## src/rtl/des_sbox_feeder.sv

```systemverilog
// des_sbox_feeder: iterative DES round-input generator feeding S1..S8.
// Holds the key schedule (PC-1, rotations, PC-2), expands R with E, XORs the
// current subkey and registers the 48-bit S-box input word.
// Optional feature macro: DES_KEY_PARITY_CHECK_EN (odd parity check per key byte).
// Bit numbering: DES bit n of key (1 = MSB) is key[64-n]; likewise r_in[32-n], s_in_bus[48-n].
module des_sbox_feeder (
  input  logic        clk,
  input  logic        rst_n,
  input  logic        start,
  input  logic [63:0] key,
  input  logic        decrypt,
  input  logic [31:0] r_in,
  input  logic        r_valid,
  output logic        r_ready,
  output logic [47:0] s_in_bus,
  output logic        s_valid,
  input  logic        s_ready,
  output logic [3:0]  key_idx,
  output logic        busy,
  output logic        done,
  output logic        key_err
);

  localparam int unsigned KEY_W  = 64;
  localparam int unsigned CD_W   = 56;
  localparam int unsigned HALF_W = 28;
  localparam int unsigned R_W    = 32;
  localparam int unsigned SB_W   = 48;

  localparam int unsigned PC1_TAB [CD_W] = '{
    57, 49, 41, 33, 25, 17,  9,
     1, 58, 50, 42, 34, 26, 18,
    10,  2, 59, 51, 43, 35, 27,
    19, 11,  3, 60, 52, 44, 36,
    63, 55, 47, 39, 31, 23, 15,
     7, 62, 54, 46, 38, 30, 22,
    14,  6, 61, 53, 45, 37, 29,
    21, 13,  5, 28, 20, 12,  4};

  localparam int unsigned PC2_TAB [SB_W] = '{
    14, 17, 11, 24,  1,  5,
     3, 28, 15,  6, 21, 10,
    23, 19, 12,  4, 26,  8,
    16,  7, 27, 20, 13,  2,
    41, 52, 31, 37, 47, 55,
    30, 40, 51, 45, 33, 48,
    44, 49, 39, 56, 34, 53,
    46, 42, 50, 36, 29, 32};

  localparam int unsigned E_TAB [SB_W] = '{
    32,  1,  2,  3,  4,  5,
     4,  5,  6,  7,  8,  9,
     8,  9, 10, 11, 12, 13,
    12, 13, 14, 15, 16, 17,
    16, 17, 18, 19, 20, 21,
    20, 21, 22, 23, 24, 25,
    24, 25, 26, 27, 28, 29,
    28, 29, 30, 31, 32,  1};

  typedef enum logic [1:0] {
    ST_IDLE  = 2'd0,
    ST_RUN   = 2'd1,
    ST_DRAIN = 2'd2
  } state_t;

  // PC-1: 64-bit key to 56-bit {C0,D0}
  function automatic logic [CD_W-1:0] f_pc1(input logic [KEY_W-1:0] k);
    logic [CD_W-1:0] o;
    o = '0;
    for (int i = 0; i < int'(CD_W); i++) begin
      o[6'(int'(CD_W) - 1 - i)] = k[6'(int'(KEY_W) - int'(PC1_TAB[i]))];
    end
    return o;
  endfunction

  // PC-2: {C,D} to 48-bit subkey
  function automatic logic [SB_W-1:0] f_pc2(input logic [HALF_W-1:0] c,
                                            input logic [HALF_W-1:0] d);
    logic [CD_W-1:0] cd;
    logic [SB_W-1:0] o;
    cd = {c, d};
    o  = '0;
    for (int i = 0; i < int'(SB_W); i++) begin
      o[6'(int'(SB_W) - 1 - i)] = cd[6'(int'(CD_W) - int'(PC2_TAB[i]))];
    end
    return o;
  endfunction

  // E expansion: 32-bit R to 48 bits
  function automatic logic [SB_W-1:0] f_expand(input logic [R_W-1:0] r);
    logic [SB_W-1:0] o;
    o = '0;
    for (int i = 0; i < int'(SB_W); i++) begin
      o[6'(int'(SB_W) - 1 - i)] = r[5'(int'(R_W) - int'(E_TAB[i]))];
    end
    return o;
  endfunction

  function automatic logic [HALF_W-1:0] f_rotl(input logic [HALF_W-1:0] x, input logic two);
    return two ? {x[HALF_W-3:0], x[HALF_W-1:HALF_W-2]} : {x[HALF_W-2:0], x[HALF_W-1]};
  endfunction

  function automatic logic [HALF_W-1:0] f_rotr(input logic [HALF_W-1:0] x, input logic two);
    return two ? {x[1:0], x[HALF_W-1:2]} : {x[0], x[HALF_W-1:1]};
  endfunction

  // Subkeys 1, 2, 9 and 16 use a single-bit rotation; all others use two
  function automatic logic f_shift_one(input logic [4:0] n);
    return (n == 5'd1) || (n == 5'd2) || (n == 5'd9) || (n == 5'd16);
  endfunction

  state_t             r_state;
  state_t             w_state_nxt;
  logic [HALF_W-1:0]  r_c;
  logic [HALF_W-1:0]  r_d;
  logic [3:0]         r_cnt;
  logic               r_decrypt;
  logic [SB_W-1:0]    r_s_in_bus;
  logic               r_s_valid;
  logic [3:0]         r_key_idx;
  logic               r_done;

  logic [CD_W-1:0]    w_cd_pc1;
  logic [SB_W-1:0]    w_subkey;
  logic [SB_W-1:0]    w_expanded;
  logic               w_key_ok;
  logic               w_load;
  logic               w_accept;
  logic               w_out_hs;
  logic               w_one;
  logic [HALF_W-1:0]  w_c_nxt;
  logic [HALF_W-1:0]  w_d_nxt;

  assign w_cd_pc1   = f_pc1(key);
  assign w_subkey   = f_pc2(r_c, r_d);
  assign w_expanded = f_expand(r_in);
  assign w_load     = (r_state == ST_IDLE) && start && w_key_ok;
  assign w_accept   = r_valid && r_ready;
  assign w_out_hs   = r_s_valid && s_ready;

  // Rotation amount after the subkey just used, in the active direction
  assign w_one   = r_decrypt ? f_shift_one(5'd16 - {1'b0, r_cnt})
                             : f_shift_one({1'b0, r_cnt} + 5'd2);
  assign w_c_nxt = r_decrypt ? f_rotr(r_c, !w_one) : f_rotl(r_c, !w_one);
  assign w_d_nxt = r_decrypt ? f_rotr(r_d, !w_one) : f_rotl(r_d, !w_one);

  assign s_in_bus = r_s_in_bus;
  assign s_valid  = r_s_valid;
  assign key_idx  = r_key_idx;
  assign done     = r_done;

`ifdef DES_KEY_PARITY_CHECK_EN
  logic r_key_err;

  assign w_key_ok = &{^key[63:56], ^key[55:48], ^key[47:40], ^key[39:32],
                      ^key[31:24], ^key[23:16], ^key[15:8],  ^key[7:0]};
  assign key_err  = r_key_err;

  // Parity error flag, updated by every start seen in IDLE
  always_ff @(posedge clk) begin
    if (!rst_n) begin
      r_key_err <= 1'b0;
    end else if ((r_state == ST_IDLE) && start) begin
      r_key_err <= !w_key_ok;
    end
  end
`else
  logic w_unused_parity;

  assign w_key_ok        = 1'b1;
  assign key_err         = 1'b0;
  assign w_unused_parity = ^{key[56], key[48], key[40], key[32],
                             key[24], key[16], key[8],  key[0]};
`endif

  // State register
  always_ff @(posedge clk) begin
    if (!rst_n) begin
      r_state <= ST_IDLE;
    end else begin
      r_state <= w_state_nxt;
    end
  end

  // Next-state logic
  always_comb begin
    w_state_nxt = r_state;
    case (r_state)
      ST_IDLE:  if (w_load) w_state_nxt = ST_RUN;
      ST_RUN:   if (w_accept && (r_cnt == 4'd15)) w_state_nxt = ST_DRAIN;
      ST_DRAIN: if (w_out_hs) w_state_nxt = ST_IDLE;
      default:  w_state_nxt = ST_IDLE;
    endcase
  end

  // State-decoded outputs; r_ready lets a new result replace one being consumed
  always_comb begin
    r_ready = 1'b0;
    busy    = 1'b0;
    case (r_state)
      ST_RUN: begin
        r_ready = !r_s_valid || s_ready;
        busy    = 1'b1;
      end
      ST_DRAIN: busy = 1'b1;
      default: ;
    endcase
  end

  // Key schedule, round counter and registered S-box input word
  always_ff @(posedge clk) begin
    if (!rst_n) begin
      r_c        <= '0;
      r_d        <= '0;
      r_cnt      <= '0;
      r_decrypt  <= 1'b0;
      r_s_in_bus <= '0;
      r_s_valid  <= 1'b0;
      r_key_idx  <= '0;
      r_done     <= 1'b0;
    end else begin
      r_done <= (r_state == ST_DRAIN) && w_out_hs;
      if (w_load) begin
        r_decrypt <= decrypt;
        r_cnt     <= '0;
        r_c       <= decrypt ? w_cd_pc1[CD_W-1:HALF_W] : f_rotl(w_cd_pc1[CD_W-1:HALF_W], 1'b0);
        r_d       <= decrypt ? w_cd_pc1[HALF_W-1:0]    : f_rotl(w_cd_pc1[HALF_W-1:0], 1'b0);
      end
      if (w_accept) begin
        r_s_in_bus <= w_expanded ^ w_subkey;
        r_key_idx  <= r_decrypt ? (4'd15 - r_cnt) : r_cnt;
        r_s_valid  <= 1'b1;
        r_cnt      <= r_cnt + 4'd1;
        r_c        <= w_c_nxt;
        r_d        <= w_d_nxt;
      end else if (w_out_hs) begin
        r_s_valid  <= 1'b0;
      end
    end
  end

endmodule

```

## config.mk

```make
export PLATFORM = sky130hd
export DESIGN_NAME = des_sbox_feeder
export DESIGN_NICKNAME = d
export VERILOG_FILES = /design/src/rtl/des_sbox_feeder.sv
export SDC_FILE = /design/constraint.sdc
export NUM_CORES = 1
export LEC_CHECK = 0
export CAP_MARGIN = 20
export CORE_ASPECT_RATIO = 1.2
export CORE_MARGIN = 4
export CORE_UTILIZATION = 44
export DETAILED_ROUTE_END_ITERATION = 6
export GPL_TIMING_DRIVEN = 1
export PLACE_DENSITY = 0.87
export SLEW_MARGIN = 5
export SYNTH_ARGS = -nofsm -noshare
export SYNTH_HDL_FRONTEND = slang
export SYNTH_SLANG_ARGS = --single-unit
```

## constraint.sdc

```tcl
create_clock -name clk -period 3.3 [get_ports clk]
set_clock_uncertainty 0.1 [all_clocks]
set_input_delay 0.66 -clock clk [delete_from_list [all_inputs] [get_ports clk]]
set_output_delay 0.66 -clock clk [all_outputs]
set_load 0.005 [all_outputs]
```

==> run summary, run 1 <==
WORST SETUP PATH
---------------------------------------------------------------------------
Critical Path, Cell by Cell                                    inv_1, ha_1, or2_4, or4_4, o311ai_4, buf_4, mux2i_1, o221ai_1
Class of the most critical setup path                          register to register
Critical path's top delay family                               simple AND/OR/NAND/NOR gates
Highest-delay cell along the critical path                     sky130_fd_sc_hd__or4_4
Max stage delay on crit path                                        0.52 ns
Critical Path Sink Type                                            register
Kind of launch point of the worst setup path                       register
Critical path fanouts, max                                               14
Buffers and inverters on the worst path                                   2
Req. time, crit path                                                3.41 ns
Data arrival at the endpoint of the critical path                   3.08 ns

DIE
---------------------------------------------------------------------------
Height of the chip                                                   112 um
Num ports                                                               159
Die area                                                        0.0107 mm^2
Placeable core region                                          0.00870 mm^2
Effective utilization at floorplan                                    45.9%
Total number of placement rows                                           37
Width of the die                                                    95.0 um

CLOCKING
---------------------------------------------------------------------------
Setup repair bufs after CTS                                               0
Clk Latency, worst-skew pair                                        0.36 ns
Cell at the root of the clock tree                             sky130_fd_sc_hd__clkbuf_8
TritonCTS clock tree                                                  built
Clock sink total                                                         63
CTS-repair resized insts                                                  0
# H-tree levels                                                           3
Number of buffers on the longest clock path                               2
Clk slew on worst S/H paths                                         0.07 ns
Post-CTS Hold Buffers                                                     0
Clock buffers created by TritonCTS                                        9

LAYOUT
---------------------------------------------------------------------------
Number of inserted diodes                                                 0
Number of fillers in the final layout                                   788
Commonest cells after routing, fill and taps aside             63 x sky130_fd_sc_hd__dfxtp_1, 63 x sky130_fd_sc_hd__clkdlybuf4s50_1, 50 x sky130_fd_sc_hd__mux2i_1
Synth-to-Final Area Change                                            20.3%
Fraction of layout instances using a drive strength above 1           7.34%
Fin nets                                                                626

STA
---------------------------------------------------------------------------
RSZ-0062 raised after global routing                                     no
Worst Setup Slack, final                                           0.332 ns
Slew Limit Headroom                                                   46.9%
Ratio of final minimum period to clock period                         90.0%
Total Negative Setup Slacks                                            0 ns
Hold_ws                                                            0.385 ns
Post-layout minimum cycle time                                      2.97 ns
Number of hold violations in the final report                             0
Final Max Tran Viols                                                      0
Final setup violation count                                               0
Top achievable clock speed                                          337 MHz
Transition at the pin with the smallest max-transition slack       0.795 ns

LOGIC SYNTHESIS
---------------------------------------------------------------------------
Yosys synthesis warning count                                             0
Count of different cell masters after synthesis                          43
Flip-flop cell with the highest count after synthesis          sky130_fd_sc_hd__dfxtp_1
Async S/R FF share, synth                                                0%
Number of synthesized register bits                                      63
Sequential cell area fraction in the yosys report                     31.5%
Syn Std Cell Area                                              0.00400 mm^2
Number of standard cells after synthesis                                467
Post-synthesis average cell area                                  8.56 um^2
EDFF count, synth                                                         0

PWR
---------------------------------------------------------------------------
Switching power                                                   0.00109 W
Total internal power                                              0.00195 W
Combinational power share                                             39.2%
Sw Ratio                                                              35.7%
Fraction of power consumed by the clock network                       25.6%
Maximum VDD drop                                                   0.275 mV
Leakage component of the power                                      1.70 nW
Reg power frac                                                        35.2%
Power density of the placed cells                               632 mW/mm^2

DETAILED ROUTING
---------------------------------------------------------------------------
Total length of routed wires                                      10,200 um
Post-route DRC violation count                                            0
Average via count per standard cell                                    5.63
WL/cell                                                             16.1 um
Number of iterations in the first detailed-routing pass                   4
First-iteration detailed-routing DRC count                              242
Total number of vias                                                  3,572
Post-route antenna net violation count                                    0

RUN STATUS
---------------------------------------------------------------------------
Run status                                                        completed

GRT
---------------------------------------------------------------------------
Layer with the highest usage                                           met2
Maximum number of pins on one net before global-route repair             54
Total global-route track usage                                        19.1%
GRT Residual Overflow                                                     0
Global routing met3 resource utilization                              3.35%
Via count of the first global-routing pass                            3,446
Met2 usage in global routing                                          34.4%
Wire length of the first global-routing pass                      16,200 um
Initial antenna violation count                                           0
Met1 capacity usage during global routing                             20.1%

PLACEMENT
---------------------------------------------------------------------------
Pre-CTS setup slack                                                0.391 ns
Port Buffers                                                             63
Dpl hpwl                                                            7490 um
RD Place Congestion                                                   0.891

HOLD PATH
---------------------------------------------------------------------------
Hold/Removal Path Class                                        register to register

JOB
---------------------------------------------------------------------------
Maximum capacitance violations                                            0

-- worst register-to-register path: stages, from the launching register on --
cell and delay (ns):
sky130_fd_sc_hd__dfxtp_1 0.51, sky130_fd_sc_hd__inv_1 0.16, sky130_fd_sc_hd__ha_1 0.31, sky130_fd_sc_hd__or2_4 0.26, sky130_fd_sc_hd__or4_4 0.52, sky130_fd_sc_hd__o311ai_4 0.25
sky130_fd_sc_hd__buf_4 0.36, sky130_fd_sc_hd__mux2i_1 0.24, sky130_fd_sc_hd__o221ai_1 0.13
-- cell type report --
cell class,count,area [um^2],area share (%)
Timing Repair Buffer,71,691,14.4
Sequential cell,63,1260,26.2
Clock buffer,11,151,3.15
Tap cell,117,146,3.04
Inverter,18,67.6,1.40
Clock inverter,5,80.1,1.66
Multi-Input combinational cell,350,2410,50.2
-- power by group through the flow --
stage / Clock, W / Sequential (W) / Combinational, W
6_report: 0.000778 / 0.00107 / 0.00119
2_1_floorplan: 0 / 0.00103 / 0.000841
4_1_cts: 0.000791 / 0.00107 / 0.00119
3_3_place_gp: 0 / 0.00107 / 0.00114
5_1_grt: 0.000823 / 0.00109 / 0.00131
3_5_place_dp: 0 / 0.00108 / 0.00119
-- final timing paths --
kind / slack [ns] / cells past startpoint / from / end
max: 0.33 / 8 / r_cnt[1] / r_d[15]
min: 0.39 / 2 / s_valid / done
max reg2reg: 0.33 / 8 / r_cnt[1] / r_d[15]
min reg2reg: 0.39 / 2 / s_valid / done
-- flip-flops by register name, indices dropped and copies added (netlist names) --
name / count
s_valid: 1
r_decrypt: 1
done: 1
r_cnt: 4
key_idx: 4
r_d: 28
r_state: 2
s_in_bus: 22
-- cells by family after synthesis --
logic type / Yosys count / share of synthesized area [%]
and+or+nand+nor: 128 / 14.9
xor gates and xnor gates: 26 / 5.69
buffers and inverters: 80 / 10.9
AOI/OAI and AO/OA: 102 / 19.0
DFF: 63 / 31.5
muxes: 56 / 14.5
adders and majority gates: 11 / 3.44
other: 1 / 0.0938
-- routing by layer --
layer | vias up | wire [um] | share of wire, %
li1 | 1707 | - | -
met1 | 1687 | 3760 | 37
met2 | 137 | 5400 | 53
met3 | 41 | 552 | 5.4
met4 | 0 | 496 | 4.9
met5 | - | 0 | 0
-- per-stage QoR --
| step | util (%) | instance area, um^2 | power [W] | std cells |
|---|---|---|---|---|
| floorplan | - | 4100 | 0.00187 | 493 |
| global placement | 52.6 | 4580 | 0.00222 | 619 |
| detailed placement | 52.6 | 4580 | 0.00227 | 619 |
| CTS | 55.3 | 4810 | 0.00305 | 635 |
| global route | 55.3 | 4810 | 0.00322 | 635 |
| finish | 55.3 | 4810 | 0.00304 | 635 |
-- cells in the mapped netlist (3+ instances only) --
| cell | instances | area (um^2) |
|---|---|---|
| sky130_fd_sc_hd__xnor2_1 | 26 | 228 |
| sky130_fd_sc_hd__mux2i_1 | 50 | 500 |
| sky130_fd_sc_hd__nor3b_1 | 4 | 30.0 |
| sky130_fd_sc_hd__buf_2 | 5 | 25.0 |
| sky130_fd_sc_hd__o211ai_1 | 9 | 67.6 |
| sky130_fd_sc_hd__o32ai_1 | 6 | 52.6 |
| sky130_fd_sc_hd__mux2_2 | 3 | 33.8 |
| sky130_fd_sc_hd__dfxtp_1 | 63 | 1260 |
| sky130_fd_sc_hd__a211oi_1 | 28 | 210 |
| sky130_fd_sc_hd__a21oi_1 | 23 | 115 |
| sky130_fd_sc_hd__buf_4 | 28 | 210 |
| sky130_fd_sc_hd__nor3_1 | 18 | 90.1 |
| sky130_fd_sc_hd__buf_1 | 6 | 22.5 |
| sky130_fd_sc_hd__nor2_1 | 46 | 173 |
| sky130_fd_sc_hd__o21ai_0 | 4 | 20.0 |
| sky130_fd_sc_hd__mux2_4 | 3 | 45.0 |
| sky130_fd_sc_hd__buf_6 | 3 | 33.8 |
| sky130_fd_sc_hd__clkbuf_1 | 20 | 75.1 |
| sky130_fd_sc_hd__o221ai_1 | 13 | 114 |
| sky130_fd_sc_hd__and3_1 | 4 | 25.0 |
| sky130_fd_sc_hd__nand2b_1 | 8 | 50.1 |
| sky130_fd_sc_hd__and2_1 | 4 | 25.0 |
| sky130_fd_sc_hd__nand2_1 | 29 | 109 |
| sky130_fd_sc_hd__o31ai_1 | 11 | 82.6 |
| sky130_fd_sc_hd__nor2b_1 | 3 | 18.8 |
| sky130_fd_sc_hd__inv_1 | 17 | 63.8 |
| sky130_fd_sc_hd__nand3_1 | 7 | 35.0 |
| sky130_fd_sc_hd__ha_1 | 11 | 138 |
Power figures use the tool's default switching activity.
==> run 2: changes to the inputs <==
--- a/config.mk
+++ b/config.mk
@@ -6,7 +6,7 @@
 export NUM_CORES = 1
 export LEC_CHECK = 0
 export CAP_MARGIN = 20
-export CORE_ASPECT_RATIO = 1.2
+export CORE_ASPECT_RATIO = 1.5
 export CORE_MARGIN = 4
 export CORE_UTILIZATION = 44
 export DETAILED_ROUTE_END_ITERATION = 6
==> run 2 against run 1 <==
Compared with the run above:
- hold slack better by 0.0035 ns
- clock-buffer cell count up 2
- maximum frequency up 1.5%
- critical path depth unchanged
- total power up 9.2%
- design area up 2.0%
- setup slack better by 0.044 ns
- global-route usage up 0.83 points
- sequential share of layout area down 0.52 points
- die area up 0.24%
- core utilization up 0.32 points
- critical path type unchanged
- largest power group unchanged
==> run summary, run 2 (synthesis gave the netlist of run 1 again) <==
DETAILED ROUTING
---------------------------------------------------------------------------
Total number of vias                                                  3,611   +1.1%
First-iteration detailed-routing DRC count                              362   +50%
Average via count per standard cell                                    5.75   +2.2%
Number of iterations in the first detailed-routing pass                   6   +2
Post-route antenna net violation count                                    0   unchanged
WL/cell                                                             16.6 um   +3.5%
Met3 routed WL                                                       671 um   +22%
Post-route DRC violation count                                            0   unchanged
Met2 routed wirelength                                              5390 um   about the same
Highest Signal Layer                                                   met4
Total length of routed wires                                      10,500 um   +2.4%
Routed length on met1                                               3890 um   +3.4%

GRT
---------------------------------------------------------------------------
Maximum number of pins on one net before global-route repair             56   +3.7%
Total global-route track usage                                        19.9%   +0.83 points
GRT Residual Overflow                                                     0   unchanged
Via count of the first global-routing pass                            3,594   +4.3%
Wire length of the first global-routing pass                      17,000 um   +5.2%
Initial antenna violation count                                           0   unchanged

DIE
---------------------------------------------------------------------------
Width of the die                                                    85.8 um   -9.7%
Num ports                                                               159   unchanged
Placeable core region                                          0.00883 mm^2   +1.4%
Effective utilization at floorplan                                    45.3%   -0.65 points
Die area                                                        0.0107 mm^2   +0.24%
Height of the chip                                                   125 um   +11%
Total number of placement rows                                           42   +14%

STA
---------------------------------------------------------------------------
RSZ-0062 raised after global routing                                     no
Slew Limit Headroom                                                   48.6%   +1.7 points
Total Negative Setup Slacks                                            0 ns   unchanged
Worst Setup Slack, final                                           0.376 ns   +0.0441 ns
Post-layout minimum cycle time                                      2.92 ns   -0.0441 ns
Final setup violation count                                               0   unchanged
Ratio of final minimum period to clock period                         88.6%   -1.3 points
Number of hold violations in the final report                             0   unchanged
Transition at the pin with the smallest max-transition slack       0.772 ns   -0.0233 ns
Top achievable clock speed                                          342 MHz   +1.5%
Final Max Tran Viols                                                      0   unchanged

PLACEMENT
---------------------------------------------------------------------------
Cell area after placement                                      0.00458 mm^2   about the same
RD Place Congestion                                                   0.864   -3.1%
Pre-CTS setup slack                                                0.410 ns   +0.0197 ns
Port Buffers                                                             63   unchanged
Dpl hpwl                                                            7480 um   -0.10%

LAYOUT
---------------------------------------------------------------------------
Fraction of layout instances using a drive strength above 1           6.95%   -0.39 points
Synth-to-Final Area Change                                            22.8%
Most flops, register                                                    r_d
Fin nets                                                                626   unchanged
Number of inserted diodes                                                 0   unchanged
Commonest cells after routing, fill and taps aside             63 x sky130_fd_sc_hd__dfxtp_1, 63 x sky130_fd_sc_hd__clkdlybuf4s50_1, 50 x sky130_fd_sc_hd__mux2i_1
Max reg flops                                                            28   unchanged
Post-Layout Inst Area                                          0.00491 mm^2   +2.0%

CLOCKING
---------------------------------------------------------------------------
Clock buffers created by TritonCTS                                        9   unchanged
Cell at the root of the clock tree                             sky130_fd_sc_hd__clkbuf_16
Setup repair bufs after CTS                                               0   unchanged
Number of buffers on the longest clock path                               2   unchanged
Clk Latency, worst-skew pair                                        0.33 ns   -0.03 ns
CTS-repair resized insts                                                  0   unchanged
Clock sink total                                                         63   unchanged
TritonCTS clock tree                                                  built
Post-CTS Hold Buffers                                                     0   unchanged
Clk slew on worst S/H paths                                         0.05 ns   -0.02 ns
# H-tree levels                                                           3   unchanged

PWR
---------------------------------------------------------------------------
Maximum VDD drop                                                   0.423 mV   +54%
Combinational power share                                             36.5%   -2.7 points
Leakage component of the power                                      1.76 nW   +3.0%
Switching power                                                   0.00112 W   +3.3%
Reg power frac                                                        32.5%   -2.7 points
Power density of the placed cells                               677 mW/mm^2   +7.1%
Fraction of power consumed by the clock network                       31.0%   +5.4 points
Total internal power                                              0.00220 W   +13%
Sw Ratio                                                              33.8%   -2.0 points

WORST SETUP PATH
---------------------------------------------------------------------------
CP startpoint                                                      r_cnt[1]
Data arrival at the endpoint of the critical path                   3.01 ns   -0.07 ns
Highest-delay cell along the critical path                     sky130_fd_sc_hd__or4_4
Kind of launch point of the worst setup path                       register
Critical path fanouts, max                                               13   -1
Critical Path, Cell by Cell                                    inv_1, ha_1, or2_4, or4_4, o311ai_4, buf_4, mux2i_1, o221ai_1
Class of the most critical setup path                          register to register
Req. time, crit path                                                3.39 ns   -0.02 ns
Critical Path Sink Type                                            register
Max stage delay on crit path                                        0.52 ns   about the same
FF-to-FF Start                                                     r_cnt[1]

JOB
---------------------------------------------------------------------------
Maximum capacitance violations                                            0   unchanged

RUN STATUS
---------------------------------------------------------------------------
Run status                                                        completed

HOLD PATH
---------------------------------------------------------------------------
Hold Crit Start                                                     s_valid
Hold/Removal Path Class                                        register to register

[run 2: changes by cell type in the layout (fill, tap and decap cells not counted), sizes merged]
| cell | previous run | this run |
|---|---|---|
| clkbuf | 11 | 13 |
| clkinvlp | 2 | 0 |
[run 2: worst max-delay path, delay by kind of cell, from the launching register on]
family                     cells  cell delay [ns]
DFF                            1             0.47
buffers and inverters          2             0.51
muxes                          1             0.24
and+or+nand+nor                2             0.78
AOI/OAI and AO/OA              2             0.36
adders and majority gates      1             0.31
[run 2: power by group through the flow]
stage / clock network, W / registers, W / logic [W]
after floorplan: 0 / 0.00103 / 0.000841
after global placement: 0 / 0.00108 / 0.00115
after detailed placement: 0 / 0.00109 / 0.00120
after CTS: 0.00103 / 0.00107 / 0.00121
after global routing: 0.00107 / 0.00109 / 0.00133
final: 0.00103 / 0.00108 / 0.00121
[run 2: cell type report]
cell class	instances	area [um^2]
Multi-Input combinational cell	350	2410
Fill cell	756	3920
Clock buffer	13	260
Timing Repair Buffer	71	703
Sequential cell	63	1260
Tap cell	110	138
Clock inverter	3	65.1
Inverter	18	67.6
[run 2: worst paths after layout]
kind | cells past startpoint | end | slack, ns
worst min-delay path | 2 | done | 0.39
worst max register to register | 8 | r_d[15] | 0.38
worst min register to register | 2 | done | 0.39
worst max-delay path | 8 | r_d[15] | 0.38
[run 2: stage by stage]
step                cells  util, %  total power [W]  hold WS [ns]
floorplan             493        -          0.00187         0.366
global placement      612     51.9          0.00223         0.370
detailed placement    612     51.9          0.00228         0.380
CTS                   628     55.6          0.00332         0.389
global route          628     55.6          0.00350         0.424
finish                628     55.6          0.00332         0.389
[run 2: metal layers]
metal  track usage, %  vias to the layer above
met5                0                        -
met4             11.8                        0
met3             4.77                       44
met2             35.1                      163
met1             21.0                     1700
li1                 -                     1704
==> run 3: changes to the inputs <==
--- a/config.mk
+++ b/config.mk
@@ -10,7 +10,7 @@
 export CORE_MARGIN = 4
 export CORE_UTILIZATION = 44
 export DETAILED_ROUTE_END_ITERATION = 6
-export GPL_TIMING_DRIVEN = 1
+export GPL_TIMING_DRIVEN = 0
 export PLACE_DENSITY = 0.87
 export SLEW_MARGIN = 5
 export SYNTH_ARGS = -nofsm -noshare
==> run 3 against run 2 <==
Compared with the run above:
- maximum frequency is 5.3% higher
- flip-flop and latch count is the same
- wire length increased by 12%
- clock-buffer cell count fell by 3
- critical path depth fell by 4
- largest cell class unchanged
- clock power is essentially flat
- combinational power increased by 6%
- total power up 1.6%
- first-iteration DRC count down 32%
- largest power group unchanged
- register-to-register slack improved by 0.15 ns
- design area increased by 5.0%
- cell count grew 8.3%
- critical endpoint is now r_ready
==> run summary, run 3 (synthesis gave the netlist of run 1 again) <==
RUN STATUS
-------------------------------------------------------------------------------------
Run status                                                                  completed

CLOCKING
-------------------------------------------------------------------------------------
Clk slew on worst S/H paths                                                   0.06 ns   about the same
# H-tree levels                                                                     3   unchanged
Clock sink total                                                                   63   unchanged
Cell at the root of the clock tree                                       sky130_fd_sc_hd__clkbuf_16
Post-CTS Hold Buffers                                                               0   unchanged
Clock buffers created by TritonCTS                                                  9   unchanged
CTS-repair resized insts                                                            0   unchanged
Setup repair bufs after CTS                                                         0   unchanged
TritonCTS clock tree                                                            built
Number of buffers on the longest clock path                                         2   unchanged
Clk Latency, worst-skew pair                                                  0.34 ns   about the same

LAYOUT
-------------------------------------------------------------------------------------
Max reg flops                                                                      28   unchanged
Most frequent standard cell in the layout excluding fill and tap cells   sky130_fd_sc_hd__dfxtp_1
Fraction of layout instances using a drive strength above 1                     11.1%   +4.1 points
Reg area                                                                 0.00126 mm^2   unchanged
Number of fillers in the final layout                                             779   +3.0%
Synth-to-Final Area Change                                                      29.0%
Commonest cells after routing, fill and taps aside                       63 x sky130_fd_sc_hd__dfxtp_1, 61 x sky130_fd_sc_hd__clkdlybuf4s50_1, 50 x sky130_fd_sc_hd__mux2i_1
Number of inserted diodes                                                           0   unchanged
Fin nets                                                                          678   +8.3%
Most flops, register                                                              r_d
Multi-input combinational cell area                                      0.00240 mm^2   -0.57%
Final cell count without fillers                                                  680   +8.3%

DIE
-------------------------------------------------------------------------------------
Die area                                                                  0.0107 mm^2   unchanged
Total number of placement rows                                                     42   unchanged
Height of the chip                                                             125 um   unchanged
Num ports                                                                         159   unchanged
Width of the die                                                              85.8 um   unchanged
Effective utilization at floorplan                                              45.3%   unchanged
Placeable core region                                                    0.00883 mm^2   unchanged

DETAILED ROUTING
-------------------------------------------------------------------------------------
Met3 routed WL                                                                 685 um   +2.1%
Post-route antenna net violation count                                              0   unchanged
Routed length on met1                                                         4280 um   +10%
Highest Signal Layer                                                             met4
Total number of vias                                                            3,802   +5.3%
First-iteration detailed-routing DRC count                                        247   -32%
WL/cell                                                                       17.2 um   +3.6%
Met2 routed wirelength                                                        6010 um   +11%
Number of iterations in the first detailed-routing pass                             5   -1
Post-route DRC violation count                                                      0   unchanged
Total length of routed wires                                                11,700 um   +12%
Average via count per standard cell                                              5.59   -2.8%

STA
-------------------------------------------------------------------------------------
Final setup violation count                                                         0   unchanged
Final Max Tran Viols                                                                0   unchanged
Hold_ws                                                                      0.395 ns   +0.00583 ns
Worst Setup Slack, final                                                     0.523 ns   +0.147 ns
Top achievable clock speed                                                    360 MHz   +5.3%
Post-layout minimum cycle time                                                2.78 ns   -0.147 ns
RSZ-0062 raised after global routing                                               no
Total Negative Setup Slacks                                                      0 ns   unchanged
Ratio of final minimum period to clock period                                   84.2%   -4.5 points
Transition at the pin with the smallest max-transition slack                 0.607 ns   -0.165 ns
Slew Limit Headroom                                                             59.6%   +11 points
Number of hold violations in the final report                                       0   unchanged

WORST SETUP PATH
-------------------------------------------------------------------------------------
R2r worst-path depth                                                                8   unchanged
Highest-delay cell along the critical path                               sky130_fd_sc_hd__clkdlybuf4s50_1
Max stage delay on crit path                                                  0.49 ns   -0.03 ns
Critical path fanouts, max                                                          7   -6
Class of the most critical setup path                                    input pin to primary output
Req. time, crit path                                                          2.54 ns   -0.85 ns
Critical Path Sink Type                                                  primary output
Critical Path, Cell by Cell                                              clkdlybuf4s50_1, nand2b_1, and2_1, clkdlybuf4s50_1
Kind of launch point of the worst setup path                                input pin
Cell repeated most along the worst path                                  sky130_fd_sc_hd__clkdlybuf4s50_1
Data arrival at the endpoint of the critical path                             2.02 ns   -0.99 ns

PWR
-------------------------------------------------------------------------------------
Maximum VDD drop                                                             0.373 mV   -12%
PnR Total Power                                                             0.00337 W   +1.6%
Power density of the placed cells                                         654 mW/mm^2   -3.3%
Leakage component of the power                                                1.93 nW   +9.9%

PLACEMENT
-------------------------------------------------------------------------------------
Port Buffers                                                                       61   -3.2%
# placed instances                                                                664   +8.5%
Pre-CTS setup slack                                                          0.203 ns   -0.207 ns
Dpl hpwl                                                                      8980 um   +20%
RD Place Congestion                                                             0.958   +11%

HOLD PATH
-------------------------------------------------------------------------------------
Hold/Removal Path Class                                                  register to register
Hold depth                                                                          2   unchanged

GRT
-------------------------------------------------------------------------------------
Via count of the first global-routing pass                                      3,899   +8.5%
Wire length of the first global-routing pass                                18,700 um   +9.6%
Total global-route track usage                                                  22.1%   +2.2 points
Initial antenna violation count                                                     0   unchanged
GRT Residual Overflow                                                               0   unchanged
Maximum number of pins on one net before global-route repair                       12   -79%

JOB
-------------------------------------------------------------------------------------
Maximum capacitance violations                                                      0   unchanged

run 3: final timing paths:
| path | start | to | slack, ns |
|---|---|---|---|
| min reg2reg | s_valid | done | 0.39 |
| max reg2reg | r_cnt[1] | r_d[3] | 0.53 |
| min | s_valid | done | 0.39 |
| max | s_ready | r_ready | 0.52 |
run 3: layout make-up:
class,count,area share (%)
Buffer,62,7.11
Clock buffer,10,4.44
Clock inverter,6,1.63
Inverter,18,1.31
Multi-Input combinational cell,350,46.6
Sequential cell,63,24.5
Tap cell,110,2.67
Timing Repair Buffer,61,11.8
run 3: per-stage QoR:
step,cell area (um^2),utilization (%)
final,5160,58.4
after global routing,5160,58.4
after CTS,5160,58.4
after detailed placement,4840,54.9
after global placement,4840,54.9
after floorplan,4100,-
run 3: routing by layer:
layer / up-vias / track usage [%]
li1: 1807 / -
met1: 1747 / 23.1
met2: 188 / 38.5
met3: 60 / 4.57
met4: 0 / 15.6
met5: - / 0
run 3: report_power, final:
| group | internal [W] | switching, W | leakage, nW |
|---|---|---|---|
| registers | 0.000907 | 0.000172 | 0.513 |
| clock network | 0.000659 | 0.000359 | 0.157 |
| logic | 0.000622 | 0.000655 | 1.26 |
| total | 0.00219 | 0.00119 | 1.93 |
run 3: worst max-delay path: cells and delay by family:
kind / cells / cell delay (ns)
buf+inv: 2 / 0.97
simple gates: 2 / 0.38
==> variant (config.mk and constraints of run 1) <==
The 3 states of `state_t` get a one-hot encoding in 3 bits.
--- a/src/rtl/des_sbox_feeder.sv
+++ b/src/rtl/des_sbox_feeder.sv
@@ -57,10 +57,10 @@
     24, 25, 26, 27, 28, 29,
     28, 29, 30, 31, 32,  1};
 
-  typedef enum logic [1:0] {
-    ST_IDLE  = 2'd0,
-    ST_RUN   = 2'd1,
-    ST_DRAIN = 2'd2
+  typedef enum logic [2:0] {
+    ST_IDLE  = 3'b001,
+    ST_RUN   = 3'b010,
+    ST_DRAIN = 3'b100
   } state_t;
 
   // PC-1: 64-bit key to 56-bit {C0,D0}
Function: same outputs for any inputs over 4 cycles, from zero or initial values and one cycle with rst_n low; so few cycles prove little.
==> variant against run 1 <==
Count of clock-buffer cells in the layout shrank 2; via count is 1.7% higher; area after synthesis up 4.4%; sequential cell count grew 1; final area is 2.3% higher; critical endpoint is now r_d[19]$_SDFFE_PN0P_; wire length grew 4.0%; hold slack improved by 0.017 ns; critical path type unchanged; setup slack improved by 0.077 ns; maximum frequency grew 2.7%.
Power is not compared: it rests on default switching activity, and its combinational part moved more than twofold at a synthesized area within 25%.
==> variant: results (changes against run 1) <==
| Metric | Value |
|---|---|
| Crit-path max cell delay | `0.55 ns (+0.03 ns)` |
| Met2 Use GR | `29.8% (-4.5 points)` |
| Top post-synthesis cells by count | `nand2_1 (72), dfxtp_1 (64), mux2i_1 (35), buf_4 (30), xnor2_1 (27)` |
| CP arrival | `3.05 ns (-0.03 ns)` |
| Post-synthesis mux area share | `9.20% (-5.3 points)` |
| Top FF cell, synth | `dfxtp_1` |
| Synth Area in XOR/XNOR | `5.67% (-0.029 points)` |
| TritonRoute pass-1 iters | `7 (+3)` |
| Pre-CTS WS | `0.467 ns (+0.0767 ns)` |
| First DRT Iteration DRCs | `287 (+19%)` |
| First-pass GRT wire length | `17,200 um (+6.5%)` |
| Max reg flops | `28 (unchanged)` |
| WL per Instance | `16.6 um (+3.2%)` |
| Final wirelength | `10,600 um (+4.0%)` |
| Number of global-route vias before repair | `3,459 (+0.38%)` |
| Status | `finished clean` |
| Post-DP Area | `4700 um^2 (+2.5%)` |
| Routed wl met3 | `836 um (+51%)` |
| Met2 WL | `4890 um (-9.4%)` |
| Ys Warns | `0 (unchanged)` |
| Crit path max-delay cell type | `dfxtp_1` |
| Leakage | `2.16 nW` |
| Post-synthesis compound-gate area fraction | `25.2% (+6.2 points)` |
| Met1 Use GR | `24.4% (+4.3 points)` |
| Top cells by area, synth | `dfxtp_1 (31%), mux2i_1 (8.4%), nand2_1 (6.5%)` |
| Slew HR | `56.6% (+9.7 points)` |
| Drt via density | `5.68 (+0.94%)` |
| Adder-cell share of the synthesized area | `1.80% (-1.6 points)` |
| Critical Path Fanout Max | `26 (+12)` |
| Met1 Wirelength | `4590 um (+22%)` |
| Routability cong. | `0.871 (-2.3%)` |
| Num CTS Buffers | `9 (unchanged)` |
| CTS max path bufs | `2 (unchanged)` |
| Post-synthesis cell count | `471 (+0.86%)` |
| Global Route Usage Sum | `18.9% (-0.25 points)` |
| Placed Cells | `624 (+0.81%)` |
| H-tree depth | `3 (unchanged)` |
| Grt met3 use | `4.39% (+1.0 points)` |
| CP top delay family | `compound AO/OA/AOI/OAI gates` |
| Largest net degree at the start of global routing | `55 (+1.9%)` |
| Netlist cell types | `61 (+42%)` |
| Ratio of cells with drive above 1 in the final layout | `11.2% (+3.8 points)` |
| Worst min path class | `reg -> reg` |
| Sequential share of the synthesized area | `30.7% (-0.84 points)` |
| DP Wirelength | `7710 um (+3.0%)` |
==> variant: changes by cell type in the layout (fill, tap and decap cells not counted), sizes merged, moves of 6 or more <==
cell,change
o31ai,-10
nor2,-34
o21ai,+8
mux2i,-15
a21boi,+6
o32ai,-6
nand3,+13
a211oi,-16
nand2,+44
inv,-7
o211a,+26
nor3,-13
==> variant: final cells by class <==
| cell class | instances | area [um^2] |
|---|---|---|
| fill | 831 | 4210 |
| sequential | 64 | 1280 |
| multi-input combinational | 360 | 2540 |
| tap | 120 | 150 |
| clock buffer | 9 | 124 |
| inverter | 8 | 30.0 |
| clock inverter | 7 | 103 |
| timing repair buffer | 72 | 698 |
==> variant: power by group <==
part           internal (mW)  switching [mW]  leakage [nW]
registers              0.798          0.0454         0.519
logic                  0.141           0.149          1.53
clock network          0.433           0.339         0.110
==> variant: final timing paths <==
| kind | cells past startpoint | end | slack [ns] | startpoint |
|---|---|---|---|---|
| setup / recovery | 8 | r_d[19]$_SDFFE_PN0P_ | 0.41 | r_cnt[0]$_SDFFE_PN0P_ |
| hold / removal | 1 | s_in_bus[22]$_SDFFE_PN0P_ | 0.40 | s_in_bus[22]$_SDFFE_PN0P_ |
| setup reg to reg | 8 | r_d[19]$_SDFFE_PN0P_ | 0.41 | r_cnt[0]$_SDFFE_PN0P_ |
| hold reg to reg | 1 | s_in_bus[22]$_SDFFE_PN0P_ | 0.40 | s_in_bus[22]$_SDFFE_PN0P_ |
==> variant: per-stage QoR <==
step                utilization, %  total power, mW
floorplan                        -             1.07
CTS                           53.9             1.91
global placement              51.4             1.14
global route                  53.9             1.97
detailed placement            51.4             1.15
finish                        53.9             1.90
==> variant: kinds of logic after synthesis <==
kind of cell,after synthesis
simple gates,139
compound gates,123
buf+inv,73
flops,64
mux,38
xor+xnor,27
fa+ha+maj,6
other cells,1
